--- src/rtl/i2s_tx_ctrl_pkg.sv ---
// Shared definitions for the I2S transmit path: default geometry,
// channel encoding of the word-select line and frame-load classification.
package i2s_tx_ctrl_pkg;

    // Default sample word length in bits.
    localparam int DWL_DEFAULT      = 12;
    // Default number of BCLK periods per channel slot.
    localparam int SLOT_DEFAULT     = 16;
    // Default number of system clocks per BCLK period.
    localparam int BCLK_DIV_DEFAULT = 4;

    // Word-select encoding: the left channel is sent while LRCK is low.
    typedef enum logic {
        CH_LEFT  = 1'b0,
        CH_RIGHT = 1'b1
    } chan_e;

    // What happens to the shifter at a frame boundary.
    typedef enum logic [1:0] {
        LOAD_NONE     = 2'd0,
        LOAD_SAMPLE   = 2'd1,
        LOAD_UNDERRUN = 2'd2
    } load_e;

endpackage

--- src/rtl/i2s_tx_ctrl_bclk_gen.sv ---
// Bit-clock generator: divides CLK by BCLK_DIV, drives a registered BCLK
// that rises mid-period and falls on TICK, the last CLK of each BCLK period.
module i2s_bclk_gen
    import i2s_tx_ctrl_pkg::*;
#(
    parameter int BCLK_DIV = BCLK_DIV_DEFAULT
) (
    input  logic CLK,
    input  logic RST_N,
    input  logic EN,
    output logic BCLK,
    output logic TICK
);

    localparam int CW = $clog2(BCLK_DIV);
    localparam logic [CW-1:0] DIV_LAST = CW'(BCLK_DIV - 1);
    localparam logic [CW-1:0] DIV_MID  = CW'(BCLK_DIV / 2 - 1);

    logic [CW-1:0] div_cnt;

    assign TICK = EN && (div_cnt == DIV_LAST);

    // Divider counter: runs 0..BCLK_DIV-1 while enabled, parks at 0 when idle.
    always_ff @(posedge CLK or negedge RST_N) begin
        if (!RST_N) begin
            div_cnt <= '0;
        end else if (!EN || TICK) begin
            div_cnt <= '0;
        end else begin
            div_cnt <= div_cnt + CW'(1);
        end
    end

    // BCLK flop: high for the second half of each period, low on the tick edge.
    always_ff @(posedge CLK or negedge RST_N) begin
        if (!RST_N) begin
            BCLK <= 1'b0;
        end else if (!EN || TICK) begin
            BCLK <= 1'b0;
        end else if (div_cnt == DIV_MID) begin
            BCLK <= 1'b1;
        end
    end

endmodule

--- src/rtl/i2s_tx_ctrl.sv ---
// I2S transmit controller: takes left/right sample pairs over VLD/RDY into a
// one-deep holding register, loads a 2*SLOT bit frame at each frame boundary
// and shifts it out MSB first, one BCLK after each LRCK transition.
module i2s_tx_ctrl
    import i2s_tx_ctrl_pkg::*;
#(
    parameter int DWL      = DWL_DEFAULT,
    parameter int SLOT     = SLOT_DEFAULT,
    parameter int BCLK_DIV = BCLK_DIV_DEFAULT
) (
    input  logic                  CLK,
    input  logic                  RST_N,
    input  logic                  EN,
    input  logic signed [DWL-1:0] DIN_L,
    input  logic signed [DWL-1:0] DIN_R,
    input  logic                  DIN_VLD,
    output logic                  DIN_RDY,
    output logic                  BCLK,
    output logic                  LRCK,
    output logic                  SDATA,
    output logic                  FRAME_STB,
    output logic                  UNDERRUN
);

    localparam int FW = 2 * SLOT;
    localparam int BW = $clog2(FW);
    localparam logic [BW-1:0] BIT_LAST   = BW'(FW - 1);
    localparam logic [BW-1:0] SLOT_START = BW'(SLOT);

    logic           tick;
    logic [BW-1:0]  bit_cnt;
    logic [BW-1:0]  bit_cnt_next;
    logic [FW-1:0]  fr;
    logic [FW-1:0]  frame_word;
    logic [SLOT-1:0] slot_l;
    logic [SLOT-1:0] slot_r;
    logic           hold_full;
    logic           hold_full_next;
    logic [DWL-1:0] hold_l;
    logic [DWL-1:0] hold_r;
    logic           accept;
    logic           frame_wrap;
    load_e          load_kind;

    i2s_bclk_gen #(
        .BCLK_DIV (BCLK_DIV)
    ) u_bclk_gen (
        .CLK   (CLK),
        .RST_N (RST_N),
        .EN    (EN),
        .BCLK  (BCLK),
        .TICK  (tick)
    );

    // Each sample sits left-justified in its slot with zero padding below.
    assign slot_l     = SLOT'(hold_l) << (SLOT - DWL);
    assign slot_r     = SLOT'(hold_r) << (SLOT - DWL);
    assign frame_word = {slot_l, slot_r};

    assign accept       = DIN_VLD && DIN_RDY;
    assign frame_wrap   = (bit_cnt == BIT_LAST);
    assign bit_cnt_next = frame_wrap ? '0 : (bit_cnt + BW'(1));

    // Classify the frame boundary using the holding state from before the edge.
    always_comb begin
        load_kind = LOAD_NONE;
        if (tick && frame_wrap) begin
            load_kind = hold_full ? LOAD_SAMPLE : LOAD_UNDERRUN;
        end
    end

    // Holding occupancy: disable clears it, accept fills it, a sample load drains it.
    always_comb begin
        hold_full_next = hold_full;
        if (!EN) begin
            hold_full_next = 1'b0;
        end else if (accept) begin
            hold_full_next = 1'b1;
        end else if (load_kind == LOAD_SAMPLE) begin
            hold_full_next = 1'b0;
        end
    end

    // Holding register and the registered ready flag derived from its next state.
    always_ff @(posedge CLK or negedge RST_N) begin
        if (!RST_N) begin
            hold_full <= 1'b0;
            hold_l    <= '0;
            hold_r    <= '0;
            DIN_RDY   <= 1'b0;
        end else begin
            hold_full <= hold_full_next;
            DIN_RDY   <= EN && !hold_full_next;
            if (!EN) begin
                hold_l <= '0;
                hold_r <= '0;
            end else if (accept) begin
                hold_l <= DIN_L;
                hold_r <= DIN_R;
            end
        end
    end

    // Frame sequencing: bit counter, word select, shifter, serial output and strobes.
    always_ff @(posedge CLK or negedge RST_N) begin
        if (!RST_N) begin
            bit_cnt   <= BIT_LAST;
            fr        <= '0;
            LRCK      <= 1'b0;
            SDATA     <= 1'b0;
            FRAME_STB <= 1'b0;
            UNDERRUN  <= 1'b0;
        end else if (!EN) begin
            bit_cnt   <= BIT_LAST;
            fr        <= '0;
            LRCK      <= 1'b0;
            SDATA     <= 1'b0;
            FRAME_STB <= 1'b0;
            UNDERRUN  <= 1'b0;
        end else begin
            FRAME_STB <= (load_kind != LOAD_NONE);
            UNDERRUN  <= (load_kind == LOAD_UNDERRUN);
            if (tick) begin
                bit_cnt <= bit_cnt_next;
                LRCK    <= (bit_cnt_next >= SLOT_START) ? CH_RIGHT : CH_LEFT;
                SDATA   <= fr[FW-1];
                case (load_kind)
                    LOAD_SAMPLE:   fr <= frame_word;
                    LOAD_UNDERRUN: fr <= '0;
                    default:       fr <= {fr[FW-2:0], 1'b0};
                endcase
            end
        end
    end

endmodule

--- config.mk ---
export PLATFORM = sky130hd
export DESIGN_NAME = i2s_tx_ctrl
export DESIGN_NICKNAME = d
export VERILOG_FILES = /design/src/rtl/i2s_tx_ctrl_pkg.sv /design/src/rtl/i2s_tx_ctrl_bclk_gen.sv /design/src/rtl/i2s_tx_ctrl.sv
export SDC_FILE = /design/constraint.sdc
export NUM_CORES = 1
export LEC_CHECK = 0
export CORE_MARGIN = 2
export CORE_UTILIZATION = 50
export CTS_CLUSTER_DIAMETER = 100
export DETAILED_ROUTE_END_ITERATION = 6
export DONT_BUFFER_PORTS = 1
export PLACE_DENSITY = 0.63
export SLEW_MARGIN = 10
export SYNTH_ARGS = -nofsm -noshare
export SYNTH_HDL_FRONTEND = slang
export SYNTH_SLANG_ARGS = --single-unit
--- constraint.sdc ---
create_clock -name CLK -period 2.41 [get_ports CLK]
set_input_delay 0.1205 -clock CLK [delete_from_list [all_inputs] [get_ports CLK]]
set_output_delay 0.1205 -clock CLK [all_outputs]
set_load 0.005 [all_outputs]
==> out/metrics.csv, run 1 <==
stage;metric;value;unit
outcome;outcome;finished clean;
min_path;Hold Crit Endpoint;bit_cnt[0];
detailed_routing;DRC;0;
critical_path;Worst Setup End Kind;register;
timing;worst slew pin tran;0.815;ns
synthesis;Async S/R FF share, synth;1.00;
critical_path;R2R Setup Slk;0.35;ns
global_routing;grt total ovfl;0;
min_path;Hold Crit Start;EN;
placed_design;DP HPWL;3500;microns
finish;fin nets;357;
detailed_routing;vias post-DR;2146;
finish;Antenna Cells;0;
global_routing;number of global-route vias before repair;2199;
critical_path;Crit Path Class;reg2reg;
finish;fillers;529;
timing;setup TNS;0;ns
pwr;Static Leakage;1.46;nW
cts;Worst-Skew Late Latency;0.34;ns
timing;Setup Skew;0.00672;ns
detailed_routing;DR WL/cell;14.9;microns
synthesis;synthesized flop and latch total;66;
synthesis;Synth Instances;307;
placed_design;dpl cell area;3120;sq um
critical_path;worst endpoint required time;2.68;ns
synthesis;post-synthesis sequential area ratio;0.528;
pwr;worst IR drop on VDD;0.378;mV
die;core region area;5990;sq um
pwr;Comb power frac;0.140;
synthesis;Avg Cell Area, Syn;10.2;sq um
pwr;sequential share of power;0.517;
global_routing;first-pass GRT wire length;10600;microns
critical_path;cell mode on critical path;ha_1;
synthesis;post-synth cell types;28;
pwr;Sw Pwr;634;uW
synthesis;EDFF count, synth;0;
finish;layout cells sized above 1;0.197;
finish;Design Area, Final;3580;sq um
die;initial core utilization;0.524;
synthesis;Top FF cell, synth;dfrtp_1;
cts;setup bufs post-CTS;0;
critical_path;worst path arrival time;2.33;ns
critical_path;R2R Path End;fr[4];
timing;worst rel slew slack;0.455;
cts;CTS max path bufs;2;
timing;final setup vio count;0;
finish;Multi-input gate area;1310;sq um
detailed_routing;drt total wl;6020;microns
placed_design;GPL Wtd Cong;0.730;
finish;Area growth syn-to-layout;14.0;%
cts;CTS tree;built;
pwr;clock share of power;0.343;
timing;crit path time final;2.06;ns
pwr;sw frac;0.271;
critical_path;Worst setup SP type;register;
detailed_routing;DRT Pass-1 Iters;4;
timing;FMAX;0.485;GHz
detailed_routing;Final ANT Viol Nets;0;
synthesis;synthesized area;3140;sq um
min_path;worst hold path class;in2reg;
die;I/O pin count;34;
flow_run;Max-Cap Viols;0;
cts;CTS Root Cell;clkbuf_8;
global_routing;gr usage total;0.193;
detailed_routing;initial DRC count;111;
pwr;PD cells;654;nW/um^2
cts;Clock Pin Slew Worst Setup and Hold Paths;0.07;ns
die;die width;83.3;microns
cts;H-tree levels;3;
timing;Slew Viols, Final;0;
timing;final period utilization;0.855;
synthesis;syn_nets;339;
detailed_routing;Via density;5.30;
cts;clk sink count;66;
critical_path;reg2reg path depth;6;
die;die height;83.3;microns
critical_path;CP max stage cell;dfstp_2;
min_path;Min-Delay Path Depth;2;
die;std cell rows;28;
finish;register area;1660;sq um
critical_path;Crit Path Max Fanout;24;
global_routing;pin count of the biggest net entering global routing;67;
critical_path;CP max stage delay;0.56;ns
synthesis;Synth Warn #;0;
finish;commonest non-fill, non-tap cell in the layout;dfrtp_1;
placed_design;count of input and output buffers;0;
critical_path;r2r startpoint;bit_cnt[0];
finish;commonest cells after routing, fill and taps aside;61 x dfrtp_1, 57 x nand2_1, 40 x a21oi_2;
timing;Fin. Hold Viols;0;
global_routing;initial antenna violation count;0;
finish;Util after Layout;0.598;
critical_path;CP cell instances;ha_1 > and3_1 > ha_1 > and2_4 > nand3_1 > a21boi_1;
cts;number of buffers created by CTS;9;
pwr;Final Total Pwr;2.34;mW
pwr;Power Internal;1.71;mW
timing;RSZ-0062 raised after global routing;no;
die;die area;6930;sq um
through the flow:
stage | std cells | hold WS, ns | setup WS, ns
2_1_floorplan | 307 | -0.175 | 0.635
3_3_place_gp | 362 | -0.173 | 0.447
3_5_place_dp | 362 | -0.173 | 0.357
4_1_cts | 405 | 0.0675 | 0.348
5_1_grt | 405 | 0.0891 | 0.170
6_report | 405 | 0.0720 | 0.350
area by class of cell:
type                    instances  share of cell area
clock buffers                  16              0.0447
well taps                      75              0.0262
multi-input cells             213               0.367
flip-flops and latches         66               0.463
inverters                       4             0.00419
repair buffers                 31              0.0950
worst max path at each step:
stage	startpoint	end	slack [ns]	cells past startpoint
final	bit_cnt[0]	fr[4]	0.35	6
after detailed placement	bit_cnt[0]	fr[14]	0.36	6
after CTS	bit_cnt[0]	fr[4]	0.35	6
after global routing	bit_cnt[0]	fr[4]	0.17	6
after floorplan	bit_cnt[0]	fr[22]	0.63	8
after global placement	bit_cnt[0]	fr[4]	0.45	6
critical path: cells and delay by family (launching register included):
kind / cells / cell delay, ns
simple gates: 3 / 0.78
flops: 1 / 0.56
fa+ha+maj: 2 / 0.47
compound gates: 1 / 0.16
registers in the layout, summed over array words and instances, names as in the netlist:
name and flops:
DIN_RDY 1, FRAME_STB 1, LRCK 1, SDATA 1, UNDERRUN 1, bit_cnt 5
fr 28, hold_full 1, hold_l 12, hold_r 12, u_bclk_gen.BCLK 1, u_bclk_gen.div_cnt 2
cell families after synthesis:
kind of cell / Yosys count / share of synthesized area
compound gates: 107 / 0.245
simple gates: 100 / 0.150
flops: 66 / 0.528
buf+inv: 28 / 0.0550
fa+ha+maj: 4 / 0.0159
mux: 2 / 0.00637
routing by layer:
layer,share of wire,track usage,vias to the layer above
met5,0,0,-
met4,0.021,0.103,0
met3,0.024,0.0398,11
met2,0.48,0.294,30
met1,0.48,0.259,1042
li1,-,-,1063
Yosys cell counts (2+ instances only):
library cell / number / area (sq um)
nor2_1: 5 / 18.8
buf_6: 2 / 22.5
o21ai_0: 26 / 130
clkbuf_1: 8 / 30.0
buf_12: 2 / 40.0
and2_1: 2 / 12.5
a22oi_1: 4 / 30.0
inv_1: 3 / 11.3
nor2b_1: 29 / 181
buf_2: 10 / 50.1
a21oi_1: 8 / 40.0
mux2i_1: 2 / 20.0
nand3_1: 4 / 20.0
a21boi_0: 25 / 188
ha_1: 4 / 50.1
dfrtp_1: 61 / 1530
a21oi_2: 40 / 350
nand2_1: 57 / 214
dfstp_2: 5 / 131
buf_4: 2 / 15.0
power by group through the flow:
stage | logic (mW) | registers (mW) | clock network, mW
final | 0.327 | 1.21 | 0.804
after global routing | 0.370 | 1.22 | 0.863
after CTS | 0.332 | 1.21 | 0.821
after detailed placement | 0.256 | 1.23 | 0
after global placement | 0.248 | 1.23 | 0
after floorplan | 0.241 | 1.22 | 0
timing repair:
item / in CTS / in global routing
hold buffers: 27 / 0
setup endpoints to repair: 0 / 0
hold endpoints to repair: 132 / 0
resized for setup: 0 / 0
No activity file was read; power rests on OpenSTA's default activity.
==> run 2, diff against run 1 <==
Settings changed: RECOVER_POWER set to 100.
==> run 2 against run 1 <==
Net effect: the flow now finishes with violations (capacitance limit, slew limit); sequential power about the same; register-to-register slack got worse by 0.04 ns; critical path depth unchanged; critical endpoint unchanged; largest cell class unchanged.
==> out/metrics.csv, run 2 (same netlist as run 1, synthesis figures left out) <==
stage;metric;value;unit;change
critical_path;worst path arrival time;2.36;ns;+0.03 ns
finish;Non-Filler Instances;405;;unchanged
global_routing;gr usage total;0.193;;unchanged
timing;final period utilization;0.872;;+0.0169
finish;max reg flops;28;;unchanged
outcome;failing checks;capacitance limit, slew limit;;
timing;Fin. Hold Viols;0;;unchanged
finish;Antenna Cells;0;;unchanged
detailed_routing;met3 wire length;160;microns;+9.6%
cts;clk sink count;66;;unchanged
critical_path;Crit Path Class;reg2reg;;
min_path;Hold Crit Start;EN;;
detailed_routing;length of routed wiring on met1;2870;microns;-0.28%
cts;CTS max path bufs;2;;unchanged
min_path;worst hold path class;in2reg;;
pwr;PD cells;661;nW/um^2;+1.1%
finish;Biggest register;fr;;
finish;Design Area, Final;3520;sq um;-1.8%
die;die area;6930;sq um;unchanged
timing;final worst setup slack;0.310;ns;-0.0407 ns
finish;commonest cells after routing, fill and taps aside;61 x dfrtp_1, 57 x nand2_1, 33 x a21oi_2;;
detailed_routing;Final ANT Viol Nets;0;;unchanged
pwr;clock share of power;0.345;;+0.002
timing;setup TNS;0;ns;unchanged
detailed_routing;DRT Pass-1 Iters;4;;unchanged
placed_design;placed cell count;362;;unchanged
outcome;outcome;complete, but fails checks;;
detailed_routing;DR top layer;met4;;
cts;Clock Pin Slew Worst Setup and Hold Paths;0.07;ns;about the same
die;die height;83.3;microns;unchanged
detailed_routing;DR WL/cell;14.9;microns;+0.42%
flow_run;Max-Cap Viols;1;;+1
die;core region area;5990;sq um;unchanged
cts;CTS Root Cell;clkbuf_8;;
die;I/O pin count;34;;unchanged
detailed_routing;Via density;5.38;;+1.5%
timing;worst slew pin tran;1.59;ns;+0.778 ns
global_routing;first-pass GRT wire length;10600;microns;unchanged
cts;CTS tree;built;;
timing;crit path time final;2.10;ns;+0.0407 ns
timing;worst rel slew slack;-0.0623;;-0.518
timing;Slew Viols, Final;67;;+67
critical_path;r2r startpoint;bit_cnt[0];;
critical_path;reg2reg path depth;6;;unchanged
critical_path;worst endpoint required time;2.67;ns;about the same
detailed_routing;met2 WL;2880;microns;+0.28%
global_routing;number of global-route vias before repair;2199;;unchanged
finish;commonest non-fill, non-tap cell in the layout;dfrtp_1;;
global_routing;grt total ovfl;0;;unchanged
placed_design;dpl cell area;3120;sq um;unchanged
die;initial core utilization;0.524;;unchanged
cts;H-tree levels;3;;unchanged
finish;Regs by FF count;fr: 28 flops, hold_l: 12 flops, hold_r: 12 flops;;
finish;Area growth syn-to-layout;11.9;%;
detailed_routing;DRC;0;;unchanged
timing;Setup Skew;0.00688;ns;+0.000166 ns
die;std cell rows;28;;unchanged
cts;setup bufs post-CTS;0;;unchanged
detailed_routing;drt total wl;6050;microns;+0.42%
global_routing;pin count of the biggest net entering global routing;67;;unchanged
global_routing;initial antenna violation count;0;;unchanged
critical_path;R2R Setup Slk;0.31;ns;-0.04 ns
finish;Multi-input gate area;1280;sq um;-2.3%
cts;Worst-Skew Late Latency;0.34;ns;about the same
timing;final setup vio count;0;;unchanged
detailed_routing;vias post-DR;2178;;+1.5%
timing;RSZ-0062 raised after global routing;no;;
detailed_routing;initial DRC count;141;;+27%
critical_path;Worst setup SP type;register;;
finish;fin nets;357;;unchanged
pwr;Static Leakage;1.44;nW;-1.1%
pwr;worst IR drop on VDD;0.350;mV;-7.4%
pwr;sw frac;0.269;;-0.00127
die;die width;83.3;microns;unchanged
cts;number of buffers created by CTS;9;;unchanged
pwr;Power Internal;1.70;mW;-0.55%
finish;register area;1660;sq um;unchanged
critical_path;Worst Setup End Kind;register;;
pwr;Sw Pwr;627;uW;-1.2%
min_path;Hold Crit Endpoint;bit_cnt[1];;
placed_design;GPL Wtd Cong;0.730;;unchanged
placed_design;DP HPWL;3500;microns;unchanged
placed_design;dpl ws;0.357;ns;unchanged
pwr;sequential share of power;0.521;;+0.004
critical_path;Crit Path Max Fanout;24;;unchanged
timing;FMAX;0.476;GHz;-1.9%
cts;CTS resizes;0;;unchanged
pwr;Comb power frac;0.134;;-0.006
critical_path;R2R Path End;fr[4];;
min_path;Min-Delay Path Depth;2;;unchanged
placed_design;count of input and output buffers;0;;unchanged
finish;fillers;539;;+1.9%
finish;layout cells sized above 1;0.164;;-0.0333
[run 2: critical path, stage by stage, from the launching register on]
cell and delay, ns:
dfstp_1 0.59, ha_1 0.21, and3_1 0.17, ha_1 0.28, and2_4 0.43, nand3_1 0.14
a21boi_0 0.20
[run 2: area by class of cell]
type                       instances  share of cell area
timing repair buffer              31              0.0868
tap                               75              0.0267
inverter                           4             0.00427
multi-input combinational        213               0.365
sequential                        66               0.472
clock buffer                      16              0.0456
[run 2: power groups by stage]
stage               Sequential (mW)  Combinational, mW  Clock (mW)
floorplan                      1.22              0.241           0
global placement               1.23              0.248           0
global route                   1.22              0.356       0.863
detailed placement             1.23              0.256           0
finish                         1.21              0.313       0.803
CTS                            1.21              0.332       0.821
[run 2: what timing repair did]
| item | in CTS | in global routing |
|---|---|---|
| hold endpoints to repair | 132 | 0 |
| hold buffers | 27 | 0 |
| setup endpoints to repair | 0 | 0 |
[run 2: worst max-delay path by stage]
stage / start / to / slack (ns) / cells past startpoint
2_1_floorplan: bit_cnt[0] / fr[22] / 0.63 / 8
3_3_place_gp: bit_cnt[0] / fr[4] / 0.45 / 6
3_5_place_dp: bit_cnt[0] / fr[14] / 0.36 / 6
4_1_cts: bit_cnt[0] / fr[4] / 0.35 / 6
5_1_grt: bit_cnt[0] / fr[4] / 0.09 / 6
6_report: bit_cnt[0] / fr[4] / 0.31 / 6
[run 2: stage by stage]
stage,util,total power [mW],hold WS (ns)
4_1_cts,0.598,2.37,0.0675
6_report,0.587,2.33,0.0746
2_1_floorplan,-,1.46,-0.175
5_1_grt,0.587,2.44,0.0935
3_5_place_dp,0.521,1.49,-0.173
3_3_place_gp,0.521,1.48,-0.173
[run 2: routing by layer]
| layer | up-vias | global-route usage |
|---|---|---|
| met5 | - | 0 |
| met4 | 0 | 0.103 |
| met3 | 11 | 0.0398 |
| met2 | 34 | 0.294 |
| met1 | 1069 | 0.259 |
| li1 | 1064 | - |
==> run 3, diff against run 2 <==
Settings changed: PLACE_DENSITY 0.63 to not set.
==> run 3 against run 2 <==
Net effect: the run still ends with capacitance limit, slew limit left; worst setup slack better by 0.034 ns; via count is 2.5% lower; combinational power is 2% higher; non-clock buffer count is 4 higher; core utilization is 0.61 points higher; count of clock-buffer cells in the layout is 3 lower; critical endpoint is now fr[20]; critical path depth is 2 higher; sequential share of layout area is 0.48 points lower; clock power is 18% higher; cell area is 1.0% higher.
==> out/metrics.csv, run 3 (same netlist as run 1, synthesis figures left out) <==
stage;metric;value;unit;change
finish;Design Area, Final;3550;sq um;+1.0%
detailed_routing;DR WL/cell;14.8;microns;-0.62%
timing;final setup vio count;0;;unchanged
die;I/O pin count;34;;unchanged
critical_path;worst path arrival time;2.25;ns;-0.11 ns
critical_path;Worst setup SP type;register;;
finish;Antenna Cells;0;;unchanged
placed_design;placed cell count;366;;+1.1%
timing;crit path time final;2.07;ns;-0.0345 ns
die;initial core utilization;0.524;;unchanged
pwr;Static Leakage;1.47;nW;+2.0%
die;std cell rows;28;;unchanged
timing;FMAX;0.484;GHz;+1.7%
timing;final worst setup slack;0.344;ns;+0.0345 ns
finish;fin nets;361;;+1.1%
pwr;worst IR drop on VDD;0.355;mV;+1.5%
placed_design;count of input and output buffers;0;;unchanged
global_routing;initial antenna violation count;0;;unchanged
placed_design;GPL Wtd Cong;0.738;;+1.1%
finish;Biggest register;fr;;
min_path;Hold Crit Start;EN;;
cts;CTS tree;built;;
critical_path;CP max stage delay;0.58;ns;about the same
global_routing;number of global-route vias before repair;2184;;-0.68%
detailed_routing;DRC;0;;unchanged
timing;worst rel slew slack;-0.0625;;-0.000199
cts;clk sink count;66;;unchanged
detailed_routing;drt total wl;6060;microns;+0.12%
timing;RSZ-0062 raised after global routing;no;;
finish;commonest non-fill, non-tap cell in the layout;dfrtp_1;;
cts;CTS Root Cell;clkbuf_8;;
critical_path;Crit Path Class;reg2reg;;
global_routing;pin count of the biggest net entering global routing;67;;unchanged
timing;Hold WS;0.0833;ns;+0.00871 ns
finish;commonest cells after routing, fill and taps aside;61 x dfrtp_1, 57 x nand2_1, 29 x nor2b_1;;
detailed_routing;Final ANT Viol Nets;0;;unchanged
timing;Fin. Hold Viols;0;;unchanged
timing;final period utilization;0.857;;-0.0143
die;die area;6930;sq um;unchanged
pwr;PD cells;698;nW/um^2;+5.5%
die;die width;83.3;microns;unchanged
pwr;Final Total Pwr;2.48;mW;+6.6%
critical_path;worst path buffer plus inverter count;2;;+2
min_path;worst hold path class;in2reg;;
global_routing;gr usage total;0.194;;+0.00148
finish;Util after Layout;0.593;;+0.00606
cts;CTS max path bufs;2;;unchanged
global_routing;grt total ovfl;0;;unchanged
critical_path;Largest delay share family, worst path;flip-flops;;
min_path;Hold Crit Endpoint;bit_cnt[4];;
placed_design;dpl cell area;3140;sq um;+0.56%
cts;H-tree levels;3;;unchanged
critical_path;reg2reg path depth;8;;+2
global_routing;first-pass GRT wire length;10600;microns;-0.32%
finish;layout cells sized above 1;0.156;;-0.00748
cts;CTS resizes;0;;unchanged
critical_path;R2R Path End;fr[20];;
finish;fillers;523;;-3.0%
timing;setup TNS;0;ns;unchanged
cts;Worst-Skew Late Latency;0.33;ns;about the same
finish;Regs by FF count;fr: 28 flops, hold_l: 12 flops, hold_r: 12 flops;;
placed_design;DP HPWL;3470;microns;-0.70%
critical_path;r2r startpoint;bit_cnt[0];;
min_path;Min-Delay Path Depth;2;;unchanged
timing;worst slew pin tran;1.59;ns;+0.000299 ns
placed_design;dpl ws;0.386;ns;+0.0289 ns
finish;Area growth syn-to-layout;13.1;%;
finish;max reg flops;28;;unchanged
outcome;outcome;complete, but fails checks;;
critical_path;CP cell instances;ha_1 > and3_1 > ha_1 > buf_4 > buf_4 > nor2b_1 > a21oi_1 > a21oi_2;;
outcome;failing checks;capacitance limit, slew limit;;
detailed_routing;Via density;5.21;;-3.2%
critical_path;worst endpoint required time;2.59;ns;-0.08 ns
timing;Setup Skew;0.00713;ns;+0.000243 ns
timing;Slew Viols, Final;67;;unchanged
critical_path;R2R Setup Slk;0.34;ns;+0.03 ns
detailed_routing;DRT Pass-1 Iters;4;;unchanged
flow_run;Max-Cap Viols;1;;unchanged
detailed_routing;vias post-DR;2124;;-2.5%
critical_path;CP max stage cell;dfstp_1;;
cts;Clock Pin Slew Worst Setup and Hold Paths;0.07;ns;about the same
die;core region area;5990;sq um;unchanged
critical_path;Worst Setup End Kind;register;;
die;die height;83.3;microns;unchanged
critical_path;Crit Path Max Fanout;12;;-50%
finish;Non-Filler Instances;408;;+0.74%
detailed_routing;initial DRC count;174;;+23%
cts;number of buffers created by CTS;9;;unchanged
-- run 3: report_power, final --
part	total (mW)	internal (mW)	switching (mW)
registers	1.21	1.17	0.0360
logic	0.320	0.128	0.192
clock network	0.951	0.556	0.395
total	2.48	1.86	0.623
-- run 3: timing repair --
item,in CTS,in global routing
setup buffers,0,0
hold buffers,27,0
endpoints found under the hold margin,132,0
-- run 3: final cells by class --
class                   instances  area, sq um  share of cell area
well taps                      75         93.8              0.0264
clock buffers                  13          169              0.0476
repair buffers                 35          324              0.0912
flip-flops and latches         66         1660               0.467
inverters                       4         15.0             0.00423
clock inverters                 2         35.0             0.00986
multi-input cells             213         1260               0.354
-- run 3: how the worst max path moves through the flow --
| stage | from | end | slack [ns] | cells past startpoint |
|---|---|---|---|---|
| 4_1_cts | bit_cnt[0] | fr[4] | 0.35 | 6 |
| 2_1_floorplan | bit_cnt[0] | fr[22] | 0.63 | 8 |
| 6_report | bit_cnt[0] | fr[20] | 0.34 | 8 |
| 3_3_place_gp | bit_cnt[0] | fr[14] | 0.46 | 6 |
| 3_5_place_dp | bit_cnt[0] | fr[14] | 0.39 | 6 |
| 5_1_grt | bit_cnt[0] | fr[4] | 0.14 | 6 |
-- run 3: routing by layer --
metal / part of all wire / vias to the layer above / wire length (microns) / track usage
met5: 0 / - / 0 / 0
met4: 0.015 / 0 / 88 / 0.0849
met3: 0.028 / 8 / 168 / 0.0427
met2: 0.46 / 35 / 2800 / 0.290
met1: 0.50 / 1007 / 3000 / 0.273
li1: - / 1074 / - / -
